===== src/rtl/run_controller_if.sv =====
// Program-load stream and instruction-memory write port between the harness and
// the run controller. The master side is the harness, the slave side the controller.
interface run_controller_if #(
   parameter int unsigned ADDR_WIDTH = 6
);
   logic                  load_valid;
   logic [31:0]           load_data;
   logic                  load_last;
   logic                  load_ready;
   logic                  imem_we;
   logic [ADDR_WIDTH-1:0] imem_addr;
   logic [31:0]           imem_wdata;

   modport master (
      output load_valid, load_data, load_last,
      input  load_ready, imem_we, imem_addr, imem_wdata
   );

   modport slave (
      input  load_valid, load_data, load_last,
      output load_ready, imem_we, imem_addr, imem_wdata
   );
endinterface


===== src/rtl/run_controller.sv =====
// Run-control sequencer: loads a program into IMEM with the core held in reset,
// then gates PC updates for run/halt/step/breakpoint and counts executed cycles.
module run_controller #(
   parameter int unsigned ADDR_WIDTH = 6,
   parameter int unsigned IMEM_DEPTH = 64,
   parameter int unsigned CNT_WIDTH  = 32
) (
   input  logic                 CLK,
   input  logic                 RST,
   input  logic                 cmd_load,
   input  logic                 cmd_run,
   input  logic                 cmd_halt,
   input  logic                 cmd_step,
   run_controller_if.slave      bus,
   input  logic                 bp_en,
   input  logic [31:0]          bp_addr,
   input  logic [31:0]          pc_value,
   output logic                 core_rst,
   output logic                 pc_en,
   output logic [2:0]           state,
   output logic                 halted,
   output logic                 load_error,
   output logic [CNT_WIDTH-1:0] cycle_count
);

   localparam logic [ADDR_WIDTH-1:0] LAST_ADDR = ADDR_WIDTH'(IMEM_DEPTH - 1);

   typedef enum logic [2:0] {
      S_IDLE = 3'd0,
      S_LOAD = 3'd1,
      S_RUN  = 3'd2,
      S_HALT = 3'd3,
      S_STEP = 3'd4
   } state_t;

   state_t                state_q;
   state_t                state_d;
   logic [ADDR_WIDTH-1:0] ptr_q;
   logic                  pc_gate_q;
   logic                  run_entry_q;
   logic                  handshake;
   logic                  bp_hit;
   logic                  load_entry;
   logic                  err_set;

   assign state     = state_q;
   assign handshake = bus.load_valid & bus.load_ready;
   // Matching is masked on the first RUN cycle so a resume from a breakpoint PC proceeds.
   assign bp_hit    = (state_q == S_RUN) & ~run_entry_q & bp_en & (pc_value == bp_addr);
   assign pc_en     = pc_gate_q & ~bp_hit;

   // Next-state logic
   always_comb begin
      state_d    = state_q;
      load_entry = 1'b0;
      err_set    = 1'b0;
      case (state_q)
         S_IDLE: begin
            if (cmd_load) begin
               state_d    = S_LOAD;
               load_entry = 1'b1;
            end
         end
         S_LOAD: begin
            if (handshake) begin
               if (bus.load_last) begin
                  state_d = S_HALT;
               end else if (ptr_q == LAST_ADDR) begin
                  state_d = S_HALT;
                  err_set = 1'b1;
               end
            end
         end
         S_HALT: begin
            if (cmd_halt) begin
               state_d = S_HALT;
            end else if (cmd_step) begin
               state_d = S_STEP;
            end else if (cmd_run) begin
               state_d = S_RUN;
            end else if (cmd_load) begin
               state_d    = S_LOAD;
               load_entry = 1'b1;
            end
         end
         S_RUN: begin
            if (cmd_halt | cmd_step | bp_hit) begin
               state_d = S_HALT;
            end
         end
         S_STEP: state_d = S_HALT;
         default: state_d = S_IDLE;
      endcase
   end

   // State register and registered outputs
   always_ff @(posedge CLK) begin
      if (RST) begin
         state_q        <= S_IDLE;
         core_rst       <= 1'b1;
         pc_gate_q      <= 1'b0;
         run_entry_q    <= 1'b0;
         bus.load_ready <= 1'b0;
         bus.imem_we    <= 1'b0;
         bus.imem_addr  <= '0;
         bus.imem_wdata <= '0;
         halted         <= 1'b0;
         load_error     <= 1'b0;
         cycle_count    <= '0;
         ptr_q          <= '0;
      end else begin
         state_q        <= state_d;
         core_rst       <= (state_q == S_IDLE) | (state_q == S_LOAD);
         pc_gate_q      <= (state_d == S_RUN) | (state_d == S_STEP);
         run_entry_q    <= (state_q == S_HALT) & (state_d == S_RUN);
         bus.load_ready <= (state_d == S_LOAD);
         halted         <= (state_d == S_HALT);
         bus.imem_we    <= handshake;
         if (handshake) begin
            bus.imem_addr  <= ptr_q;
            bus.imem_wdata <= bus.load_data;
            ptr_q          <= ptr_q + ADDR_WIDTH'(1);
         end
         if (load_entry) begin
            ptr_q       <= '0;
            load_error  <= 1'b0;
            cycle_count <= '0;
         end else if (pc_en) begin
            cycle_count <= cycle_count + CNT_WIDTH'(1);
         end
         if (err_set) begin
            load_error <= 1'b1;
         end
      end
   end

endmodule

===== src/flat_wrapper.sv =====
// flat-port wrapper written by rule: the top's interface ports become plain ports
module run_controller_flat 
#(
   parameter int unsigned ADDR_WIDTH = 6,
   parameter int unsigned IMEM_DEPTH = 64,
   parameter int unsigned CNT_WIDTH  = 32
)
  (CLK, RST, cmd_load, cmd_run, cmd_halt, cmd_step, bp_en, bp_addr, pc_value, core_rst, pc_en, state, halted, load_error, cycle_count, bus_load_valid, bus_load_data, bus_load_last, bus_load_ready, bus_imem_we, bus_imem_addr, bus_imem_wdata);
  run_controller_if #(.ADDR_WIDTH(ADDR_WIDTH)) bus_i ();
  input  logic CLK;
  input  logic RST;
  input  logic cmd_load;
  input  logic cmd_run;
  input  logic cmd_halt;
  input  logic cmd_step;
  input  logic bp_en;
  input  logic [31:0] bp_addr;
  input  logic [31:0] pc_value;
  output logic core_rst;
  output logic pc_en;
  output logic [2:0] state;
  output logic halted;
  output logic load_error;
  output logic [CNT_WIDTH-1:0] cycle_count;
  input wire logic [$bits(bus_i.load_valid)-1:0] bus_load_valid;
  input wire logic [$bits(bus_i.load_data)-1:0] bus_load_data;
  input wire logic [$bits(bus_i.load_last)-1:0] bus_load_last;
  output wire logic [$bits(bus_i.load_ready)-1:0] bus_load_ready;
  output wire logic [$bits(bus_i.imem_we)-1:0] bus_imem_we;
  output wire logic [$bits(bus_i.imem_addr)-1:0] bus_imem_addr;
  output wire logic [$bits(bus_i.imem_wdata)-1:0] bus_imem_wdata;
  assign bus_i.load_valid = bus_load_valid;
  assign bus_i.load_data = bus_load_data;
  assign bus_i.load_last = bus_load_last;
  assign bus_load_ready = bus_i.load_ready;
  assign bus_imem_we = bus_i.imem_we;
  assign bus_imem_addr = bus_i.imem_addr;
  assign bus_imem_wdata = bus_i.imem_wdata;
  run_controller #(.ADDR_WIDTH(ADDR_WIDTH), .IMEM_DEPTH(IMEM_DEPTH), .CNT_WIDTH(CNT_WIDTH)) u_core (.CLK(CLK), .RST(RST), .cmd_load(cmd_load), .cmd_run(cmd_run), .cmd_halt(cmd_halt), .cmd_step(cmd_step), .bus(bus_i), .bp_en(bp_en), .bp_addr(bp_addr), .pc_value(pc_value), .core_rst(core_rst), .pc_en(pc_en), .state(state), .halted(halted), .load_error(load_error), .cycle_count(cycle_count));
endmodule

===== config.mk =====
export PLATFORM = sky130hd
export DESIGN_NAME = run_controller_flat
export DESIGN_NICKNAME = d
export VERILOG_FILES = /design/src/rtl/run_controller_if.sv /design/src/rtl/run_controller.sv /design/src/flat_wrapper.sv
export SDC_FILE = /design/constraint.sdc
export NUM_CORES = 1
export LEC_CHECK = 0
export BUFFER_PORTS_ARGS = -buffer_cell sky130_fd_sc_hd__buf_2
export CORE_UTILIZATION = 43
export DETAILED_ROUTE_END_ITERATION = 16
export GPL_TIMING_DRIVEN = 0
export PLACE_DENSITY_LB_ADDON = 0.05
export SLEW_MARGIN = 20
export SYNTH_ARGS = -nofsm -noshare
export SYNTH_HDL_FRONTEND = slang
export SYNTH_SLANG_ARGS = --single-unit
export TNS_END_PERCENT = 5

===== constraint.sdc =====
create_clock -name CLK -period 1.75 [get_ports CLK]
set_input_delay 0.175 -clock CLK [delete_from_list [all_inputs] [get_ports CLK]]
set_output_delay 0.175 -clock CLK [all_outputs]
set_load 0.02 [all_outputs]

Word level (Yosys, flattened, before mapping)
Cells that the tools add are included.
{"block": "op_classes", "n_eq_ne": 10, "muxes": 20, "bitwise_logic": 12, "n_addsub": 2, "n_reduce_logical": 3}
{"operator": "32-bit by 1-bit adder with 32-bit output (second input constant)", "n": 1}
{"operator": "32-bit == test", "n": 1}
{"operator": "3-bit two-way mux", "n": 8}
{"operator": "3-bit case mux with 5 select lines", "n": 1}
{"operator": "3-bit by 2-bit == test with 1-bit output (second input constant)", "n": 4}
{"operator": "1-bit two-way mux", "n": 10}
{"operator": "6-bit by 1-bit adder with 6-bit output (second input constant)", "n": 1}
{"operator": "1-bit bitwise AND", "n": 6}
{"operator": "3-bit by 1-bit == test with 1-bit output (second input constant)", "n": 2}
{"operator": "3-bit == test (second input constant)", "n": 2}
{"operator": "6-bit == test (second input constant)", "n": 1}
{"operator": "1-bit bitwise OR", "n": 4}
{"operator": "3-bit logical NOT", "n": 1}
{"operator": "1-bit inverter", "n": 2}
{"operator": "1-bit case mux with 2 select lines", "n": 1}
{"operator": "2-bit nonzero test", "n": 1}
{"operator": "2-bit OR reduction", "n": 1}
{"block": "totals", "output_inout_bits": 79, "reg_bits": 86}

Depth between registers and ports, before layout
Gate-level depths: netlist of the first run.
{"block": "logic_depth", "word_depth": 9, "ltp_mapped": 8, "ltp_nobuf": 7}

Least setup slack after synthesis of the first run
No wires, ideal clock.
{"block": "synth_timing", "kind": "register to register", "from": "register u_core.cycle_count[3]", "to": "register u_core.cycle_count[27]", "n_path_buf": 2, "arrival_ps": 1924, "setup_ps": 115, "setup_slack_ps": -289, "path_stages_with_launch": 9, "period_less_slack_ps": 2039, "path_cell_list": "dfxtp_1 > and4_1 > buf_4 > nand4_4 > nor3_2 > o311ai_2 > buf_6 > o31a_1 > o21a_1"}
{"block": "synth_between", "elab_chain_len": 1}
{"item": "from (decl)", "line_no": "run_controller.sv:23", "text": "output logic [CNT_WIDTH-1:0] cycle_count"}
{"item": "from (signal assigned)", "line_no": "run_controller.sv:129", "text": "cycle_count <= cycle_count + CNT_WIDTH'(1);"}
{"item": "32-bit by 1-bit adder with 32-bit output", "line_no": "run_controller.sv:129"}
No other way between the ends.
A chain may end at the register's enable or synchronous reset.

Final worst setup path of the first run
{"block": "layout_timing", "from": "register u_core.cycle_count[6]", "to": "register u_core.cycle_count[26]"}
The elaborated chain is that of the path after synthesis.

==> impl_metrics.csv, run 1 <==
group,metric,value,unit
outcome,run_status,"finished, violations left",
outcome,violations,"setup timing",
logic_synthesis,synth_area_leader_cell,"dfxtp_1",
cells_and_area,stdcell_area,0.00575,mm2
drt,drc_errors,0,
die,dieArea,0.00998,mm2
worst_hold_path,hold_path_depth,3,
logic_synthesis,synth_top_cells_by_area,"dfxtp_1, nand2_1, xor2_1",
drt,drt_first_pass_iters,4,
critical_path,reg2regPathDepth,7,
die,die_w,99.9,um
clock_tree,insertion_delay,0.36,ns
critical_path,critical_path.max_fanout,4,
drt,drtIter0Drc,105,
placed_design,place_area,0.00525,mm2
drt,met3_length,742,um
worst_hold_path,min_to,"u_core.bus.imem_wdata[12]",
global_route,first_global_vias,3917,
timing,fin_setup_tns,-2.05,ns
cells_and_area,areaGrowthSynthToFinish,39.4,%
placed_design,gp_congestion,0.774,
critical_path,crit_path_cell_trace,"and4_1, buf_6, nand4_4, buf_4, or4_1, or3_1, a21oi_2",
cells_and_area,nets,801,
critical_path,critical_path.reg2reg.endpoint,"u_core.cycle_count[26]",
logic_synthesis,synthesis.instances,484,
die,initial_utilization,0.446,
cells_and_area,layout.cells.most_common,"buf_2",
global_route,grt_first_pass_wirelength,18000,um
worst_hold_path,hold_start,"bus_load_data[12]",
timing,rsz0062_at_grt,"yes",
drt,wl_per_cell,13.7,um
clock_tree,cts.sinks,86,
timing,finalWorstSetupSlack,-0.248,ns
worst_hold_path,hold_path.class,"in2reg",
timing,post-route-period-util,1.14,
power,pwr_density_cell,696,mW/mm2
drt,detailroute.via_count,4225,
logic_synthesis,synth_top_cell_area_share,0.418,
logic_synthesis,async_flop_share,0,
global_route,tot_gr_track_use,0.229,
timing,slew_headroom,0.617,
clock_tree,cts-root-to-sink-buffers,2,
drt,route.met2.wl,5510,um
timing,setup_viol,19,
timing,worst_slew_pin_slew,0.575,ns
die,num_io_pins,184,
die,die_y,99.9,um
critical_path,critical-path-max-stage-delay,0.50,ns
clock_tree,cts-buffers-inserted,9,
timing,layout_min_cycle_time,2.00,ns
drt,via_per_inst,5.10,
logic_synthesis,syn-cell-area,0.00412,mm2
job,maxCapViolations,0,
logic_synthesis,yosys.cell_types.count,52,
timing,fin_clk_skew,0.0165,ns
critical_path,slowest_cell_on_the_critical_path,"or4_1",
drt,finalWirelength,11300,um
critical_path,crit_path_start_kind,"register",
cells_and_area,layout-drive-gt1-share,0.431,
global_route,grt_max_degree,16,
placed_design,preCtsSetupSlack,-0.680,ns
power,p_leak,2.46,nW
drt,highest-signal-layer,"met4",
timing,final-max-slew-violation-count,0,
critical_path,reg2reg_from,"u_core.cycle_count[6]",
logic_synthesis,synth_enable_flop_cells,0,
logic_synthesis,synth_nets,591,
power,irDropWorstVdd,0.506,mV
timing,hold-worst-slack,0.0365,ns
logic_synthesis,yosysSeqAreaShare,0.418,
die,rows,35,
clock_tree,clkSlewWorstSetupHoldPaths,0.10,ns
placed_design,portBuffers,183,
timing,max_freq,0.501,GHz
clock_tree,tritoncts,"done",
clock_tree,clock_tree.htree_level_count,3,
placed_design,dp_hpwl,8420,um
drt,route.layer.met1.wl,4880,um
die,floorplan.core_area,0.00924,mm2
timing,report.final.hold_viol_count,0,
logic_synthesis,ys_dominant_reg_cell,"dfxtp_1",
cells_and_area,insertedDiodeCount,0,
global_route,antenna_found_initial,0,
clock_tree,clockRootBuffer,"clkbuf_8",
critical_path,reg2reg_setup_slack,-0.25,ns
logic_synthesis,synth.ff_latch_count,86,
cells_and_area,final_core_utilization,0.622,
cells_and_area,layout.cells.most_common_list,"buf_2, nand2_1, dfxtp_1",
critical_path,crit_path_end_kind,"register",
critical_path,setup.worst_path.class,"reg2reg",
logic_synthesis,synth.avg_cell_area,8.51,um2
global_route,remaining_global_route_overflow,0,
logic_synthesis,synthesis_warnings,0,
drt,ant_nets,0,
critical_path,crit_required,2.06,ns
critical_path,crit_arrival,2.31,ns
## power by group
part | switching, W | internal, W
combinational | 0.000272 | 0.000200
sequential | 0.0000237 | 0.00199
clock | 0.000761 | 0.000754
## layout make-up
| cell class | count | area (um2) |
|---|---|---|
| fill | 865 | 3490 |
| multi-input combinational | 364 | 2350 |
| sequential | 86 | 1760 |
| timing repair buffer | 201 | 1060 |
| buffer | 26 | 179 |
| tap | 129 | 161 |
| clock buffer | 11 | 151 |
| clock inverter | 5 | 65.1 |
| inverter | 6 | 22.5 |
## how the worst max path moves through the flow
stage	from	end	slack, ns	cells past startpoint
after floorplan	bp_addr[1]	u_core.cycle_count[29]	-0.14	8
after global placement	bp_addr[28]	pc_en	-0.67	9
after detailed placement	bp_addr[28]	pc_en	-0.68	9
after CTS	u_core.cycle_count[5]	u_core.cycle_count[19]	-0.20	8
after global routing	u_core.cycle_count[6]	u_core.cycle_count[19]	-0.33	8
final	u_core.cycle_count[6]	u_core.cycle_count[26]	-0.25	7
## synthesized netlist by cell type (3+ instances only)
cell type,n
and3_1,7
clkbuf_1,16
o21ai_2,5
buf_6,3
o21ai_0,7
or3_1,15
buf_2,3
nand2_1,105
a21oi_2,14
nor3_1,7
nor2_1,19
nor3_2,3
nand4_1,7
xor2_1,36
o31ai_1,7
a21oi_1,52
buf_1,3
dfxtp_1,86
o21a_1,4
o31ai_2,3
nor4_1,9
nand3_1,13
or4_1,11
o21ai_1,7
inv_1,6
## registers in the layout (all words and copies together), names as in the netlist
| signal | count |
|---|---|
| u_core.bus.imem_wdata | 32 |
| u_core.cycle_count | 32 |
| u_core.bus.imem_addr | 6 |
| u_core.ptr_q | 6 |
| u_core.state | 3 |
| u_core.bus.imem_we | 1 |
| u_core.bus.load_ready | 1 |
| u_core.core_rst | 1 |
| u_core.halted | 1 |
| u_core.load_error | 1 |
| u_core.pc_gate_q | 1 |
| u_core.run_entry_q | 1 |
## per-layer routing
metal  track usage  up-vias
met2         0.401      156
met4        0.0882        0
met1         0.274     1931
met3        0.0474       18
met5             0        -
li1              -     2120
## worst max-delay path: cells and delay by family, from the launching register on
kind | cells | cell delay [ns]
compound gates | 1 | 0.13
buf+inv | 2 | 0.30
flops | 1 | 0.35
simple gates | 4 | 1.16
## cells by family (layout without fill, tap and decap cells)
family | Yosys count | after routing | synth area share
xor+xnor | 38 | 38 | 0.0826
compound gates | 113 | 113 | 0.184
fa+ha+maj | 2 | 2 | 0.00607
simple gates | 210 | 210 | 0.261
buf+inv | 34 | 249 | 0.0462
flops | 86 | 86 | 0.418
mux | 1 | 1 | 0.00243
## metrics by stage
step | instances | total power (W)
finish | 828 | 0.00400
global route | 828 | 0.00417
global placement | 796 | 0.00250
floorplan | 484 | 0.00230
CTS | 824 | 0.00402
detailed placement | 796 | 0.00251
## repair_timing
item                       4_1_cts  5_1_grt
hold buffers                     0        0
pin swaps                       12        9
cloned                           0        0
resized for setup               15       26
setup endpoints to repair       39       39
buffers inserted                14        4
No activity file was read; power rests on OpenSTA's default activity.
==> run 2, diff against run 1 <==
- ABC_AREA: not set -> 1
- CORE_UTILIZATION: 43 -> 44
==> run 2 against run 1 <==
Effect of this change:
- the run still ends with setup timing left
- first-iteration DRC count decreased by 26%
- die area grew 5.2%
- final cell count up 21%
- register-to-register slack improved by 0.29 ns
- critical path depth increased by 3
- combinational power is 32% higher
- largest cell class unchanged
==> impl_metrics.csv, run 2 <==
group,metric,value,unit
outcome,run_status,"finished, violations left",
outcome,violations,"setup timing",
global_route,tot_gr_track_use,0.220,
critical_path,reg2regPathDepth,8,
timing,post-route-period-util,1.10,
placed_design,dp_hpwl,9010,um
timing,rsz0062_at_grt,"yes",
critical_path,critical_path.reg2reg.endpoint,"u_core.cycle_count[30]",
job,maxCapViolations,0,
timing,worst_slew_pin_slew,0.473,ns
cells_and_area,layout.cells.most_common_list,"buf_2, nand2_1, nor2_1",
logic_synthesis,synth_top_cells_by_count,"nand2_1, nor2_1, dfxtp_1, inv_1, o21ai_0",
critical_path,crit_path_start_kind,"register",
critical_path,reg2reg_from,"u_core.cycle_count[1]",
die,floorplan.core_area,0.00977,mm2
power,comb_power_share,0.145,
power,pwr_density_cell,727,mW/mm2
cells_and_area,insertedDiodeCount,0,
critical_path,critical_path.max_fanout,5,
cells_and_area,layout_top_registers,"u_core.bus.imem_wdata: 32 flops, u_core.cycle_count: 32 flops",
worst_hold_path,hold_start,"bus_load_data[23]",
cells_and_area,nets,968,
power,power.internal,0.00311,W
drt,detailroute.via_count,4720,
global_route,remaining_global_route_overflow,0,
drt,finalWirelength,11600,um
cells_and_area,layout-drive-gt1-share,0.291,
logic_synthesis,synth_most_common_cell,"nand2_1",
power,p_sw,0.00119,W
power,irDropWorstVdd,0.569,mV
cells_and_area,areaGrowthSynthToFinish,32.9,%
clock_tree,clkSlewWorstSetupHoldPaths,0.10,ns
power,netSwitchingFraction,0.277,
clock_tree,cts.sinks,86,
logic_synthesis,async_flop_share,0,
clock_tree,tritoncts,"done",
placed_design,portBuffers,183,
critical_path,crit_arrival,1.76,ns
logic_synthesis,synth.ff_latch_count,86,
global_route,grt_first_pass_wirelength,18200,um
die,dieArea,0.0105,mm2
critical_path,crit_path_end_kind,"output port",
die,num_io_pins,184,
timing,layout_min_cycle_time,1.93,ns
timing,max_freq,0.518,GHz
die,die_y,102,um
clock_tree,cts-root-to-sink-buffers,2,
logic_synthesis,synth_nets,767,
worst_hold_path,min_to,"u_core.bus.imem_wdata[23]",
drt,drtIter0Drc,78,
global_route,antenna_found_initial,0,
power,share_clk_of_total_power,0.374,
clock_tree,clockRootBuffer,"clkbuf_8",
timing,report.final.hold_viol_count,0,
cells_and_area,layout.cells.most_common,"buf_2",
placed_design,gp_congestion,0.875,
worst_hold_path,hold_path.class,"in2reg",
timing,hold-worst-slack,0.0423,ns
cells_and_area,final_core_utilization,0.604,
timing,fin_setup_tns,-0.181,ns
timing,final-max-slew-violation-count,0,
logic_synthesis,synth.avg_cell_area,6.73,um2
clock_tree,cts-buffers-inserted,9,
drt,drc_errors,0,
drt,wl_per_cell,11.6,um
power,post-layout-total-power,0.00429,W
power,p_leak,2.79,nW
logic_synthesis,synth_top_cell_area_share,0.388,
logic_synthesis,synthesis_warnings,0,
critical_path,setup.worst_path.class,"reg2out",
logic_synthesis,synth_area_leader_cell,"dfxtp_1",
timing,slew_headroom,0.685,
power,seqPwrFrac,0.482,
critical_path,crit_required,1.57,ns
timing,fin_clk_skew,0.0109,ns
timing,setup_viol,1,
logic_synthesis,ys_dominant_reg_cell,"dfxtp_1",
global_route,grt_max_degree,17,
critical_path,reg2reg_setup_slack,0.04,ns
drt,ant_nets,0,
logic_synthesis,synth_enable_flop_cells,0,
die,rows,36,
logic_synthesis,yosysSeqAreaShare,0.388,
logic_synthesis,yosys.cell_types.count,31,
drt,via_per_inst,4.72,
clock_tree,insertion_delay,0.37,ns
die,die_w,102,um
logic_synthesis,synthesis.instances,660,
clock_tree,clock_tree.htree_level_count,3,
die,initial_utilization,0.454,
logic_synthesis,syn-cell-area,0.00444,mm2
global_route,first_global_vias,4229,
worst_hold_path,hold_path_depth,3,
logic_synthesis,synth_top_cells_by_area,"dfxtp_1, nand2_1, nor2_1",
timing,finalWorstSetupSlack,-0.181,ns
drt,drt_first_pass_iters,4,
run 2: changes by cell type in the layout (fill, tap and decap cells not counted), moves of 16 or more:
cell     before  now
nor2_1       17  127
o21ai_0       6   50
a21oi_1      50   32
nand2_1     105  163
inv_1         6   61
xnor2_1       1   17
run 2: cell families (layout without fill, tap and decap cells):
group,Yosys count,after routing,share of synthesized area
adders and majority gates,2,2,0.00563
AOI/OAI and AO/OA,92,92,0.106
DFF,86,86,0.388
xor gates and xnor gates,46,46,0.0907
and+or+nand+nor,348,348,0.326
buffers and inverters,86,292,0.0834
run 2: power groups by stage:
stage	combinational [W]	sequential [W]	clock, W
finish	0.000621	0.00207	0.00160
global route	0.000694	0.00208	0.00171
CTS	0.000619	0.00207	0.00163
detailed placement	0.000611	0.00211	0
global placement	0.000597	0.00211	0
floorplan	0.000259	0.00221	0
run 2: cell type report:
cell class                 instances  area (um2)
inverter                          64         245
fill                            1001        3870
timing repair buffer             190         975
clock buffer                       9         124
clock inverter                     7         101
tap                              133         166
sequential                        86        1740
multi-input combinational        488        2410
buffer                            22         144
run 2: metrics by stage:
stage          instances  cell area, um2  worst slack (ns)
2_1_floorplan        660            4440            0.0165
3_3_place_gp         976            5520            -0.102
3_5_place_dp         976            5520            -0.134
4_1_cts              998            5840            -0.280
5_1_grt              999            5900            -0.294
6_report             999            5900            -0.181
run 2: critical path, cell delays in order, from the launching register on:
cell     delay, ns
dfxtp_4       0.37
nor3_4        0.20
nand2_1       0.07
nor2_1        0.09
nand2_1       0.07
nor2_2        0.10
nand3_2       0.12
nand2_4       0.11
inv_6         0.03
buf_8         0.11
buf_6         0.12
run 2: worst max-delay path by stage:
stage	slack (ns)	cells past startpoint	startpoint	endpoint
3_5_place_dp	-0.13	11	u_core.state[1]	pc_en
3_3_place_gp	-0.10	8	u_core.cycle_count[1]	u_core.cycle_count[30]
5_1_grt	-0.29	10	u_core.state[0]	pc_en
2_1_floorplan	0.02	8	u_core.cycle_count[1]	u_core.cycle_count[30]
6_report	-0.18	10	u_core.state[0]	pc_en
4_1_cts	-0.28	11	u_core.state[1]	pc_en
run 2: layer usage:
| layer | routed length (um) | vias to the layer above | share of wire | GRT usage |
|---|---|---|---|---|
| li1 | - | 2479 | - | - |
| met1 | 5010 | 2111 | 0.43 | 0.249 |
| met2 | 5840 | 118 | 0.50 | 0.402 |
| met3 | 596 | 12 | 0.051 | 0.0534 |
| met4 | 127 | 0 | 0.011 | 0.0736 |
| met5 | 0 | - | 0 | 0 |
run 2: repair_timing:
action / CTS / global route
hold buffers: 0 / 0
hold endpoints to repair: 0 / 0
gates cloned: 0 / 0
gates resized for setup: 17 / 20
setup endpoints to repair: 32 / 37
setup buffers: 6 / 1
pin swaps: 7 / 4
